File: src/rtl/pu_controller.sv
// pu_controller: sequencing FSM for one neuron processing unit.
// For each of NUM_NEURONS neurons it fetches the input/weight/bias vector,
// clears the accumulator, runs NUM_ROUNDS multiply-accumulate rounds,
// captures the activation and writes it to the result buffer.
module pu_controller #(
    parameter int NUM_ROUNDS  = 8,
    parameter int NUM_NEURONS = 30,
    parameter int IDX_W       = 5
) (
    input  logic             clk,
    input  logic             rst,
    input  logic             start,
    output logic             data_req,
    input  logic             data_ack,
    output logic [IDX_W-1:0] neuron_idx,
    output logic             read_data_reg_ld,
    output logic             acc_rst,
    output logic             ld,
    output logic [3:0]       round,
    output logic             mult_done,
    input  logic [7:0]       pu_out,
    output logic             out_we,
    output logic [IDX_W-1:0] out_addr,
    output logic [7:0]       out_data,
    output logic             busy,
    output logic             done
);

    typedef enum logic [2:0] {
        S_IDLE    = 3'd0,
        S_REQ     = 3'd1,
        S_CLEAR   = 3'd2,
        S_ACCUM   = 3'd3,
        S_CAPTURE = 3'd4,
        S_WRITE   = 3'd5,
        S_DONE    = 3'd6
    } state_t;

    localparam logic [3:0]       LAST_ROUND  = 4'(NUM_ROUNDS - 1);
    localparam logic [IDX_W-1:0] LAST_NEURON = IDX_W'(NUM_NEURONS - 1);
    localparam logic [IDX_W-1:0] IDX_ONE     = IDX_W'(1);

    state_t state;

    // NOTE: the load strobe must be seen by the datapath in the very cycle the
    // vector is on the bus, so it is decoded from data_ack rather than registered.
    assign read_data_reg_ld = (state == S_REQ) && data_ack;

    // The result buffer is addressed by the neuron currently being processed.
    assign out_addr = neuron_idx;

    // State register plus registered outputs: every transition sets the output
    // values that belong to the state being entered.
    always_ff @(posedge clk) begin
        if (rst) begin
            // NOTE: sequential state uses non-blocking assignments so every
            // register samples pre-edge values regardless of statement order.
            state      <= S_IDLE;
            neuron_idx <= '0;
            round      <= '0;
            out_data   <= '0;
            data_req   <= 1'b0;
            acc_rst    <= 1'b0;
            ld         <= 1'b0;
            mult_done  <= 1'b0;
            out_we     <= 1'b0;
            busy       <= 1'b0;
            done       <= 1'b0;
        end else begin
            // Single-cycle strobes default low; states raise them as needed.
            acc_rst   <= 1'b0;
            mult_done <= 1'b0;
            out_we    <= 1'b0;
            done      <= 1'b0;

            case (state)
                S_IDLE: begin
                    if (start) begin
                        state      <= S_REQ;
                        neuron_idx <= '0;
                        data_req   <= 1'b1;
                        busy       <= 1'b1;
                    end
                end

                S_REQ: begin
                    // Wait for upstream memory; the vector is latched in the ack cycle.
                    if (data_ack) begin
                        state    <= S_CLEAR;
                        data_req <= 1'b0;
                        acc_rst  <= 1'b1;
                    end
                end

                S_CLEAR: begin
                    state     <= S_ACCUM;
                    round     <= '0;
                    ld        <= 1'b1;
                    mult_done <= (LAST_ROUND == 4'd0);
                end

                S_ACCUM: begin
                    if (round == LAST_ROUND) begin
                        state <= S_CAPTURE;
                        ld    <= 1'b0;
                        round <= '0;
                    end else begin
                        round     <= round + 4'd1;
                        mult_done <= ((round + 4'd1) == LAST_ROUND);
                    end
                end

                S_CAPTURE: begin
                    // Activation is valid now; freeze it for the write cycle.
                    state    <= S_WRITE;
                    out_data <= pu_out;
                    out_we   <= 1'b1;
                end

                S_WRITE: begin
                    if (neuron_idx == LAST_NEURON) begin
                        state <= S_DONE;
                        done  <= 1'b1;
                    end else begin
                        state      <= S_REQ;
                        neuron_idx <= neuron_idx + IDX_ONE;
                        data_req   <= 1'b1;
                    end
                end

                S_DONE: begin
                    state      <= S_IDLE;
                    neuron_idx <= '0;
                    busy       <= 1'b0;
                end

                default: begin
                    // Unused encoding: fall back to a quiet IDLE.
                    state      <= S_IDLE;
                    neuron_idx <= '0;
                    round      <= '0;
                    data_req   <= 1'b0;
                    ld         <= 1'b0;
                    busy       <= 1'b0;
                end
            endcase
        end
    end

endmodule

File: config.mk
export PLATFORM = sky130hd
export DESIGN_NAME = pu_controller
export DESIGN_NICKNAME = d
export VERILOG_FILES = /design/src/rtl/pu_controller.sv
export SDC_FILE = /design/constraint.sdc
export NUM_CORES = 1
export LEC_CHECK = 0
export ABC_AREA = 1
export BUFFER_PORTS_ARGS = -buffer_cell sky130_fd_sc_hd__buf_2
export CORE_MARGIN = 4
export CORE_UTILIZATION = 47
export CTS_CLUSTER_DIAMETER = 120
export CTS_CLUSTER_SIZE = 14
export DETAILED_ROUTE_END_ITERATION = 8
export PLACE_DENSITY = 0.76
export SLEW_MARGIN = 20
export SYNTH_ARGS = -nofsm -noshare
export SYNTH_HDL_FRONTEND = slang
export SYNTH_SLANG_ARGS = --single-unit
File: constraint.sdc
create_clock -name clk -period 1.3 [get_ports clk]
set_input_delay 0.13 -clock clk [delete_from_list [all_inputs] [get_ports clk]]
set_output_delay 0.13 -clock clk [all_outputs]
set_load 0.05 [all_outputs]
==> results.md, run 1 <==
- Outcome: finished, violations left
- Violated checks: setup timing
- Sequential fraction of the synthesis area: a little over a third
- Worst endpoint required time: roughly 1.2 ns
- Clock-pin slew on the worst setup and hold paths: 0.14 ns
- Top cells by area, synth: dfxtp_1, nand2_1, nor2_1, nand3_1, nor2_4
- WS Path Type: flop to output pin
- IR drop worst, VDD: 604 uV
- DRT iter0 DRCs: 71
- Most frequent cell on the critical path: nor2_4
- Post-synth EDFFs: 0
- Global-route wire length before repair: about 5300 um
- DRT antenna net count: 0
- Synth async-reset ratio: 0%
- #FFs+latches synth: 27
- Synth top cells by count: nand2_1, nor2_1, dfxtp_1
- Min Hold Slack: 0.0227 ns
- Final nets: 256
- Skew final: 0.00407 ns
- Crit-path max FO: 6
- CTS Buffer Depth: 2
- CTS Buf Count: 3
- GR Overflow Total: 0
- Buf/Inv on CP: 1
- Placed cells: between 200 and 300
- Pin count of the biggest net entering global routing: 15
- Final Setup Violations: 3
- Fin worst setup slack: -0.00507 ns
- Critical-path top delay cell: dfxtp_4
- Met3 routed wirelength: around 220 um
- Starting density of the core: between 40% and 50%
- Hold depth: 3
- WL final: 3350 um
- Post-Synthesis Cell Area: around 0.0015 mm^2
- Crit-path cells: nor2_4, nand2_4, nor2_4, buf_6
- Final Hold Viols: 0
- R2r setup slk: -0.005 ns
- RSZ-0062 raised after global routing: true
- WHS Endpoint: out_data[0]$_SDFFE_PP0P_
- Delay-heaviest family, CP: flip-flops
- Core Area: around 0.0031 mm^2
- Max incr delay on CP: ~0.41 ns
- Top Layer Used: met4
- Ant diodes: 0
- Slew HR: roughly three quarters
- Placed wire-length estimate: 2330 um
- Via-to-Cell Ratio: slightly below 5
- Final Non-Filler Cells: around 280
- M1 wire length: ~1500 um
- # DRC: 0
- All-Layer GR Usage: about 16%
- Num Clock Sinks: 27
- Tightest Pin Transition: 0.388 ns
- Slew Limit Fails: 0
- Layout area overhead: 27.4%
- CTS Root Cell: clkbuf_4
- Synth top area share: around a third
- Share of cells above drive strength 1: 50.2%
- First-pass iteration count of the detailed router: 4
- Layout fillers: approximately 290
- Prevailing post-synth register cell: dfxtp_1
- Vias in the first global route: 1309
- Pwr dens: ~1800 mW/mm^2
- Fin crit period: 1.31 ns
- Final period util: 100%
- Reg2reg start: neuron_idx[1]$_SDFFE_PP0P_
- Netlist cell types: 32
- Die footprint: 0.00427 mm^2
- Reg2reg end: neuron_idx[2]$_SDFFE_PP0P_
- CTS H-tree depth: 1
- Fin util: between 60% and 70%
- GPL Wtd Cong: slightly above 0.9
- Input/output buffers: between 40 and 50
- Post-synthesis cell count: 194
- Syn_nets: 210
- Initial antenna violation count: 0
- Via count: between 1000 and 1500
- Yosys warns: 0
- IO Pins: 42
- CTS Hold Bufs: 0
- WL/cell: ~12 um
- CTS tree: built
- Die X: between 60 and 70 um
- Later-pin clock latency in the skew report: roughly 0.33 ns
- WP data arrival: between 1 and 1.5 ns
- Leakage dissipation: a little under 1 nW
- Die H: 65.4 um
- Start point of the worst hold path: pu_out[0]
- FP Rows: 20
- Max-cap viol count: 0
- Syn Area/Cell: between 7 and 8 um^2
- Critical path endpoint category: output pin
- Hold Path Class: primary input to flop
- R2R cell count: 9
- Fmax: 766 MHz
- Met2 WL: 1600 um
- Post-synth top area cell: dfxtp_1
- Startpoint types: flop
## report_power, final
part	internal, mW	switching (mW)	total, mW	leakage [nW]
sequential	0.976	0.167	1.14	0.226
clock	0.121	0.250	0.371	0.0150
combinational	0.640	1.33	1.97	0.730
total	1.74	1.75	3.48	0.971
## logic make-up after synthesis
group,count (synthesis),share of synthesized area (%)
compound gates,18,6.07
xor+xnor,2,1.13
fa+ha+maj,4,3.24
buf+inv,29,11.2
flops,27,35.0
simple gates,114,43.4
## sequential cells by signal, indices dropped and copies added, names as in the netlist
register / flops
mult_done: 1
round: 4
busy: 1
data_req: 1
state: 3
acc_rst: 1
out_we: 1
neuron_idx: 5
done: 1
out_data: 8
ld: 1
## cell usage in the layout, fill, tap and decap left out, types with 4 or more instances in the layout
| cell type | instances |
|---|---|
| dfxtp_2 | 5 |
| nand3_2 | 5 |
| buf_4 | 9 |
| nor2_4 | 10 |
| a21oi_1 | 7 |
| inv_2 | 4 |
| dfxtp_4 | 6 |
| nor2_1 | 24 |
| nand2_2 | 6 |
| nand3_1 | 16 |
| nand2_4 | 8 |
| o21ai_1 | 8 |
| buf_2 | 40 |
| nor2_2 | 9 |
| dfxtp_1 | 16 |
| inv_1 | 11 |
| nand2_1 | 23 |
## what timing repair did
action | in CTS | in global routing
gates cloned | 0 | 0
endpoints found under the hold margin | 0 | 0
endpoints found under the setup margin | 1 | 8
buffers inserted | 6 | 2
resized for setup | 9 | 16
pin swaps | 2 | 4
## metrics by stage
step	power [mW]	setup WS, ns	TNS [ns]	area (um^2)
after detailed placement	2.92	0.0313	0	1820
after floorplan	2.63	0.00210	0	1570
after global routing	3.70	-0.0852	-0.454	1970
final	3.48	-0.00507	-0.0102	1970
after CTS	3.36	0.000923	0	1890
after global placement	2.91	0.0466	0	1820
## how the worst max path moves through the flow
stage / startpoint / endpoint / slack, ns / cells past startpoint
2_1_floorplan: neuron_idx[1]$_SDFFE_PP0P_ / neuron_idx[3]$_SDFFE_PP0P_ / 0.002 / 10
3_3_place_gp: neuron_idx[1]$_SDFFE_PP0P_ / neuron_idx[0]$_SDFFE_PP0P_ / 0.05 / 10
3_5_place_dp: neuron_idx[1]$_SDFFE_PP0P_ / neuron_idx[0]$_SDFFE_PP0P_ / 0.03 / 10
4_1_cts: state[2]$_SDFFE_PP0P_ / read_data_reg_ld / 0.0009 / 4
5_1_grt: neuron_idx[1]$_SDFFE_PP0P_ / neuron_idx[1]$_SDFFE_PP0P_ / -0.09 / 10
6_report: state[2]$_SDFFE_PP0P_ / read_data_reg_ld / -0.005 / 4
## worst reg2reg max path: cells and delay by family (launching register included)
kind                       cells  cell delay [ns]
DFF                            1             0.41
buffers and inverters          1             0.05
and+or+nand+nor                7             0.63
adders and majority gates      1             0.15
## routing by layer
layer / vias up / global-route usage, %
met4: 0 / 4.92
met1: 611 / 19.7
met3: 9 / 3.08
met2: 44 / 26.7
met5: - / 0
li1: 702 / -
## cell type report
class                   count  area (um^2)  area share (%)
repair buffers             52          319            16.2
clock buffers               4         26.3            1.33
flip-flops and latches     27          569            28.9
multi-input cells         138          921            46.7
well taps                  44         55.1            2.79
inverters                  18         80.1            4.06
(Power assumes the default switching activity.)
==> run 2: changes to the inputs <==
Settings changed: BUFFER_PORTS_ARGS -buffer_cell sky130_fd_sc_hd__buf_2 to -buffer_cell sky130_fd_sc_hd__clkbuf_2, CELL_PAD_IN_SITES_DETAIL_PLACEMENT set to 1, CELL_PAD_IN_SITES_GLOBAL_PLACEMENT set to 2, CORE_UTILIZATION 47 to 26, PLACE_DENSITY 0.76 to 0.82.
==> results.md, run 2 (synthesis gave the netlist of run 1 again) <==
- WS Path Type: flop to flop
- Outcome: finished, final reports clean
- Final Hold Viols: 0 (unchanged)
- Clock-pin slew on the worst setup and hold paths: 0.10 ns (-0.04 ns)
- Min Hold Slack: 0.0781 ns (+0.0554 ns)
- Largest regs: out_data (8), neuron_idx (5), round (4)
- Global-route wire length before repair: 7100 um (+33%)
- Commonest non-fill, non-tap cells in the layout: clkbuf_2, nand2_1, nor2_1
- Max-cap viol count: 0 (unchanged)
- Initial antenna violation count: 0 (unchanged)
- Via count: 1400 (+2.5%)
- All-Layer GR Usage: 12.1% (-3.5 points)
- Via-to-Cell Ratio: 4.35 (-9.9%)
- WL final: 4300 um (+28%)
- Num Clock Sinks: 27 (unchanged)
- Vias in the first global route: 1504 (+15%)
- Final Setup Violations: 0 (-3)
- Fin crit period: 1.27 ns (-0.0324 ns)
- Hold Path Class: primary input to flop
- Die X: 85.1 um (+30%)
- Crit-path cells: buf_12, nand2_4, buf_4, nand2_1, nor2_4, nand3_1, nand2_1, nor2_2
- Ant diodes: 0 (unchanged)
- Most common cell after layout, fill and taps aside: clkbuf_2
- Max incr delay on CP: 0.34 ns (-0.07 ns)
- Final Power: 3.83 mW (+10%)
- WP data arrival: 1.46 ns (+0.28 ns)
- Max reg flops: 8 (unchanged)
- Core Area: 0.00564 mm^2 (+82%)
- Pin count of the biggest net entering global routing: 16 (+1)
- GR Overflow Total: 0 (unchanged)
- # DRC: 0 (unchanged)
- CTS tree: built
- Later-pin clock latency in the skew report: 0.28 ns (-0.05 ns)
- Skew final: 0.00368 ns (-0.000395 ns)
- CTS Root Cell: clkbuf_8
- Critical-path top delay cell: dfxtp_2
- Slew Limit Fails: 0 (unchanged)
- GPL Wtd Cong: 0.813 (-10%)
- Largest Register: out_data
- IR drop worst, VDD: 611 uV (+1.1%)
- Critical path endpoint category: flop
- Die footprint: 0.00725 mm^2 (+70%)
- DRT antenna net count: 0 (unchanged)
- Pwr dens: 1790 mW/mm^2 (+1.3%)
- Starting density of the core: 27.4% (-22 points)
- Area after DPL: 0.00191 mm^2 (+5.2%)
- WL/cell: 13.4 um (+13%)
- Startpoint types: flop
- Fmax: 786 MHz (+2.5%)
- FP Rows: 27 (+35%)
- Final period util: 97.9% (-2.5 points)
- Share of cells above drive strength 1: 54.8% (+4.6 points)
- Fin util: 38.0% (-26 points)
- Leakage dissipation: 1.04 nW (+6.8%)
- Layout area overhead: 38.5%
- R2r setup slk: 0.03 ns (+0.03 ns)
- CTS Hold Bufs: 0 (unchanged)
- Final setup TNS: 0 ns (+0.0102 ns)
- Slew HR: 80.5% (+6.4 points)
- Fin area: 0.00214 mm^2 (+8.7%)
- First-pass iteration count of the detailed router: 4 (unchanged)
- Placed wire-length estimate: 3110 um (+33%)
- CTS Buf Count: 3 (unchanged)
- CTS H-tree depth: 1 (unchanged)
- Worst endpoint required time: 1.48 ns (+0.31 ns)
- Tightest Pin Transition: 0.294 ns (-0.0938 ns)
- Crit-path max FO: 9 (+3)
- Most frequent cell on the critical path: nand2_1
- Input/output buffers: 41 (unchanged)
- Die H: 85.1 um (+30%)
- DRT iter0 DRCs: 36 (-49%)
- IO Pins: 42 (unchanged)
- Final nets: 267 (+4.3%)
- RSZ-0062 raised after global routing: true
- CTS Buffer Depth: 2 (unchanged)
## run 2: cell count changes in the layout (fill, tap and decap cells not counted), moves of 3 or more
cell and delta:
buf_2 -40, buf_4 +10, clkbuf_2 +38, clkbuf_8 +3, nand2_2 -3, nand3_1 -3
nand3_2 +3, nor2_1 -3, nor2_2 +3
## run 2: cell type report
type / count / area, um^2
fillers: 700 / 3500
multi-input cells: 138 / 943
flip-flops and latches: 27 / 569
repair buffers: 63 / 413
well taps: 72 / 90.1
inverters: 18 / 80.1
clock buffers: 3 / 41.3
clock inverters: 1 / 5.00
## run 2: per-stage QoR
step | cells | setup WS, ns
finish | 322 | 0.0273
global route | 322 | -0.0599
CTS | 318 | 0.00738
detailed placement | 309 | -0.0139
global placement | 309 | 0.00460
floorplan | 194 | 0.00210
## run 2: power breakdown
group / switching (mW) / leakage, nW / total (mW) / internal [mW]
Combinational: 1.46 / 0.786 / 2.23 / 0.763
Sequential: 0.135 / 0.226 / 1.11 / 0.975
Clock: 0.284 / 0.0255 / 0.500 / 0.216
Total: 1.88 / 1.04 / 3.83 / 1.95
## run 2: final timing paths
check                                            from                    endpoint  cells past startpoint
worst max-delay path            state[0]$_SDFFE_PP0P_  neuron_idx[3]$_SDFFE_PP0P_                      8
worst min-delay path                        pu_out[2]    out_data[2]$_SDFFE_PP0P_                      3
worst max register to register  state[0]$_SDFFE_PP0P_  neuron_idx[3]$_SDFFE_PP0P_                      8
worst min register to register        ld$_SDFFE_PP0P_             ld$_SDFFE_PP0P_                      2
## run 2: repair_timing
action	4_1_cts	5_1_grt
setup buffers	7	4
endpoints found under the setup margin	7	12
gates resized for setup	7	34
pin swaps	4	12
cloned	0	0
## run 2: critical path, delay by kind of cell, from the launching register on
kind	cells	cell delay [ns]
flip-flops	1	0.34
buffers and inverters	2	0.28
AND/OR/NAND/NOR	6	0.55
## run 2: layer usage
layer,GRT usage [%],share of wire [%]
met5,0,0
met2,20.1,49
met3,1.07,2.6
met1,15.6,46
met4,6.19,2.4
==> run 3: changes to the inputs <==
Settings changed: CAP_MARGIN set to 5, CORE_UTILIZATION 26 to 31, PLACE_DENSITY 0.82 to 0.91.
Clock period 1.3 ns to 1.5 ns, I/O delays scaled along.
==> results.md, run 3 (synthesis gave the netlist of run 1 again) <==
- Layout fillers: 590 (-16%)
- Clk pwr share: 13.9% (+0.9 points)
- Startpoint types: flop
- Placed cells: 296 (-4.2%)
- R2r setup slk: 0.16 ns (+0.13 ns)
- FP Rows: 25 (-7.4%)
- Leakage dissipation: 0.881 nW (-15%)
- Sw Ratio: 49.2% (+0.11 points)
- Pwr dens: 1580 mW/mm^2 (-12%)
- Ant diodes: 0 (unchanged)
- DRT antenna net count: 0 (unchanged)
- Combinational share of power: 54.2% (-3.8 points)
- Max reg flops: 8 (unchanged)
- RSZ-0062 raised after global routing: false
- Fin crit period: approximately 1.4 ns
- Critical path endpoint category: output pin
- Commonest non-fill, non-tap cells in the layout: clkbuf_2, nand2_1, nor2_1
- Final Hold Viols: 0 (unchanged)
- GPL Wtd Cong: 0.782 (-3.8%)
- Final Non-Filler Cells: 300 (-6.8%)
- Max-cap viol count: 0 (unchanged)
- Final period util: between 90% and 100%
- Via count: 1320 (-5.7%)
- WS Path Type: flop to output pin
- Tightest Pin Transition: 0.289 ns (-0.00527 ns)
- IR drop worst, VDD: 585 uV (-4.2%)
- Num Clock Sinks: 27 (unchanged)
- Fin worst setup slack: 0.0751 ns (+0.0478 ns)
- Die X: 78.6 um (-7.6%)
- CTS Root Cell: clkbuf_8
- Fmax: 702 MHz
- Layout area overhead: 20.8%
- CTS Buf Count: 3 (unchanged)
- Global-route wire length before repair: 6180 um (-13%)
- Final setup TNS: 0 ns (unchanged)
- Via-to-Cell Ratio: 4.40 (+1.2%)
- Sequential power share: 31.9% (+3.0 points)
- # DRC: 0 (unchanged)
- GR Overflow Total: 0 (unchanged)
- Crit-path max FO: 8 (-1)
- Slew Limit Fails: 0 (unchanged)
- CTS H-tree depth: 1 (unchanged)
- CTS Buffer Depth: 2 (unchanged)
- Later-pin clock latency in the skew report: 0.27 ns (about the same)
- Die H: 78.6 um (-7.6%)
- Psw: 1.45 mW (-23%)
- Largest regs: out_data (8), neuron_idx (5), round (4)
- Clock-pin slew on the worst setup and hold paths: 0.09 ns (about the same)
- Slew HR: 80.8% (+0.35 points)
- Core Area: 0.00479 mm^2 (-15%)
- Outcome: finished, final reports clean
- First-pass iteration count of the detailed router: 4 (unchanged)
- Vias in the first global route: 1358 (-9.7%)
- Placed wire-length estimate: 2870 um (-7.8%)
- Place WS: 0.143 ns (+0.157 ns)
- IO Pins: 42 (unchanged)
- Starting density of the core: 32.3% (+4.9 points)
- Worst endpoint required time: 1.35 ns (-0.13 ns)
- Final nets: 250 (-6.4%)
- Final Setup Violations: 0 (unchanged)
- CTS Hold Bufs: 0 (unchanged)
- Die footprint: 0.00618 mm^2 (-15%)
- Share of cells above drive strength 1: 40.8% (-14 points)
- Setup bufs post-CTS: 0 (-7)
- Pin count of the biggest net entering global routing: 15 (-1)
- CTS tree: built
- Input/output buffers: 41 (unchanged)
- Most common cell after layout, fill and taps aside: clkbuf_2
- Int Power: 1.50 mW (-23%)
- WL/cell: 11.7 um (-12%)
- WL final: 3510 um (-18%)
- Largest Register: out_data
- All-Layer GR Usage: 12.3% (+0.19 points)
- Hold Path Class: primary input to flop
- Initial antenna violation count: 0 (unchanged)
- DRT iter0 DRCs: 23 (-36%)
- WP data arrival: 1.27 ns (-0.19 ns)
- Skew final: 0.00435 ns (+0.000674 ns)
## run 3: final cells by class
type / instances / area (um^2) / share of cell area, %
clock buffer: 4 / 45.0 / 2.41
inverter: 18 / 80.1 / 4.29
multi-input combinational: 138 / 836 / 44.7
sequential: 27 / 549 / 29.4
tap: 67 / 83.8 / 4.49
timing repair buffer: 46 / 274 / 14.7
## run 3: final timing paths
path	start	endpoint	depth (start not counted)
worst max-delay path	state[2]$_SDFFE_PP0P_	read_data_reg_ld	5
worst min-delay path	pu_out[4]	out_data[4]$_SDFFE_PP0P_	3
worst max register to register	neuron_idx[1]$_SDFFE_PP0P_	neuron_idx[1]$_SDFFE_PP0P_	10
worst min register to register	ld$_SDFFE_PP0P_	ld$_SDFFE_PP0P_	2
## run 3: power by group through the flow
stage               sequential (mW)  combinational, mW  clock, mW
finish                        0.940               1.60      0.409
global route                  0.967               1.74      0.464
CTS                           0.942               1.62      0.437
detailed placement            0.959               1.61          0
global placement              0.952               1.59          0
floorplan                      1.25               1.02          0
## run 3: worst max-delay path, cell delays in order, from the launching register on
cell	delay, ns
dfxtp_1	0.31
buf_4	0.18
nor2_4	0.14
nand2_2	0.10
nor2_2	0.11
buf_6	0.16
## run 3: per-stage QoR
stage	hold slack (ns)	instance area, um^2	total power [mW]	util, %
detailed placement	0.395	1810	2.57	37.9
global route	0.107	1870	3.17	39.0
finish	0.114	1870	2.95	39.0
floorplan	0.296	1550	2.27	-
global placement	0.386	1810	2.54	37.9
CTS	0.110	1860	3.00	38.8
## run 3: metal layers
layer  up-vias  track usage, %  routed length, um
li1        690               -                  -
met1       598            16.0               1700
met2        28            21.1               1640
met3         4            1.72                143
met4         0            3.15                 29
met5         -               0                  0
## run 3: what timing repair did
item                                    4_1_cts  5_1_grt
endpoints found under the setup margin        1        4
gates resized for setup                       1        4
endpoints found under the hold margin         0        0
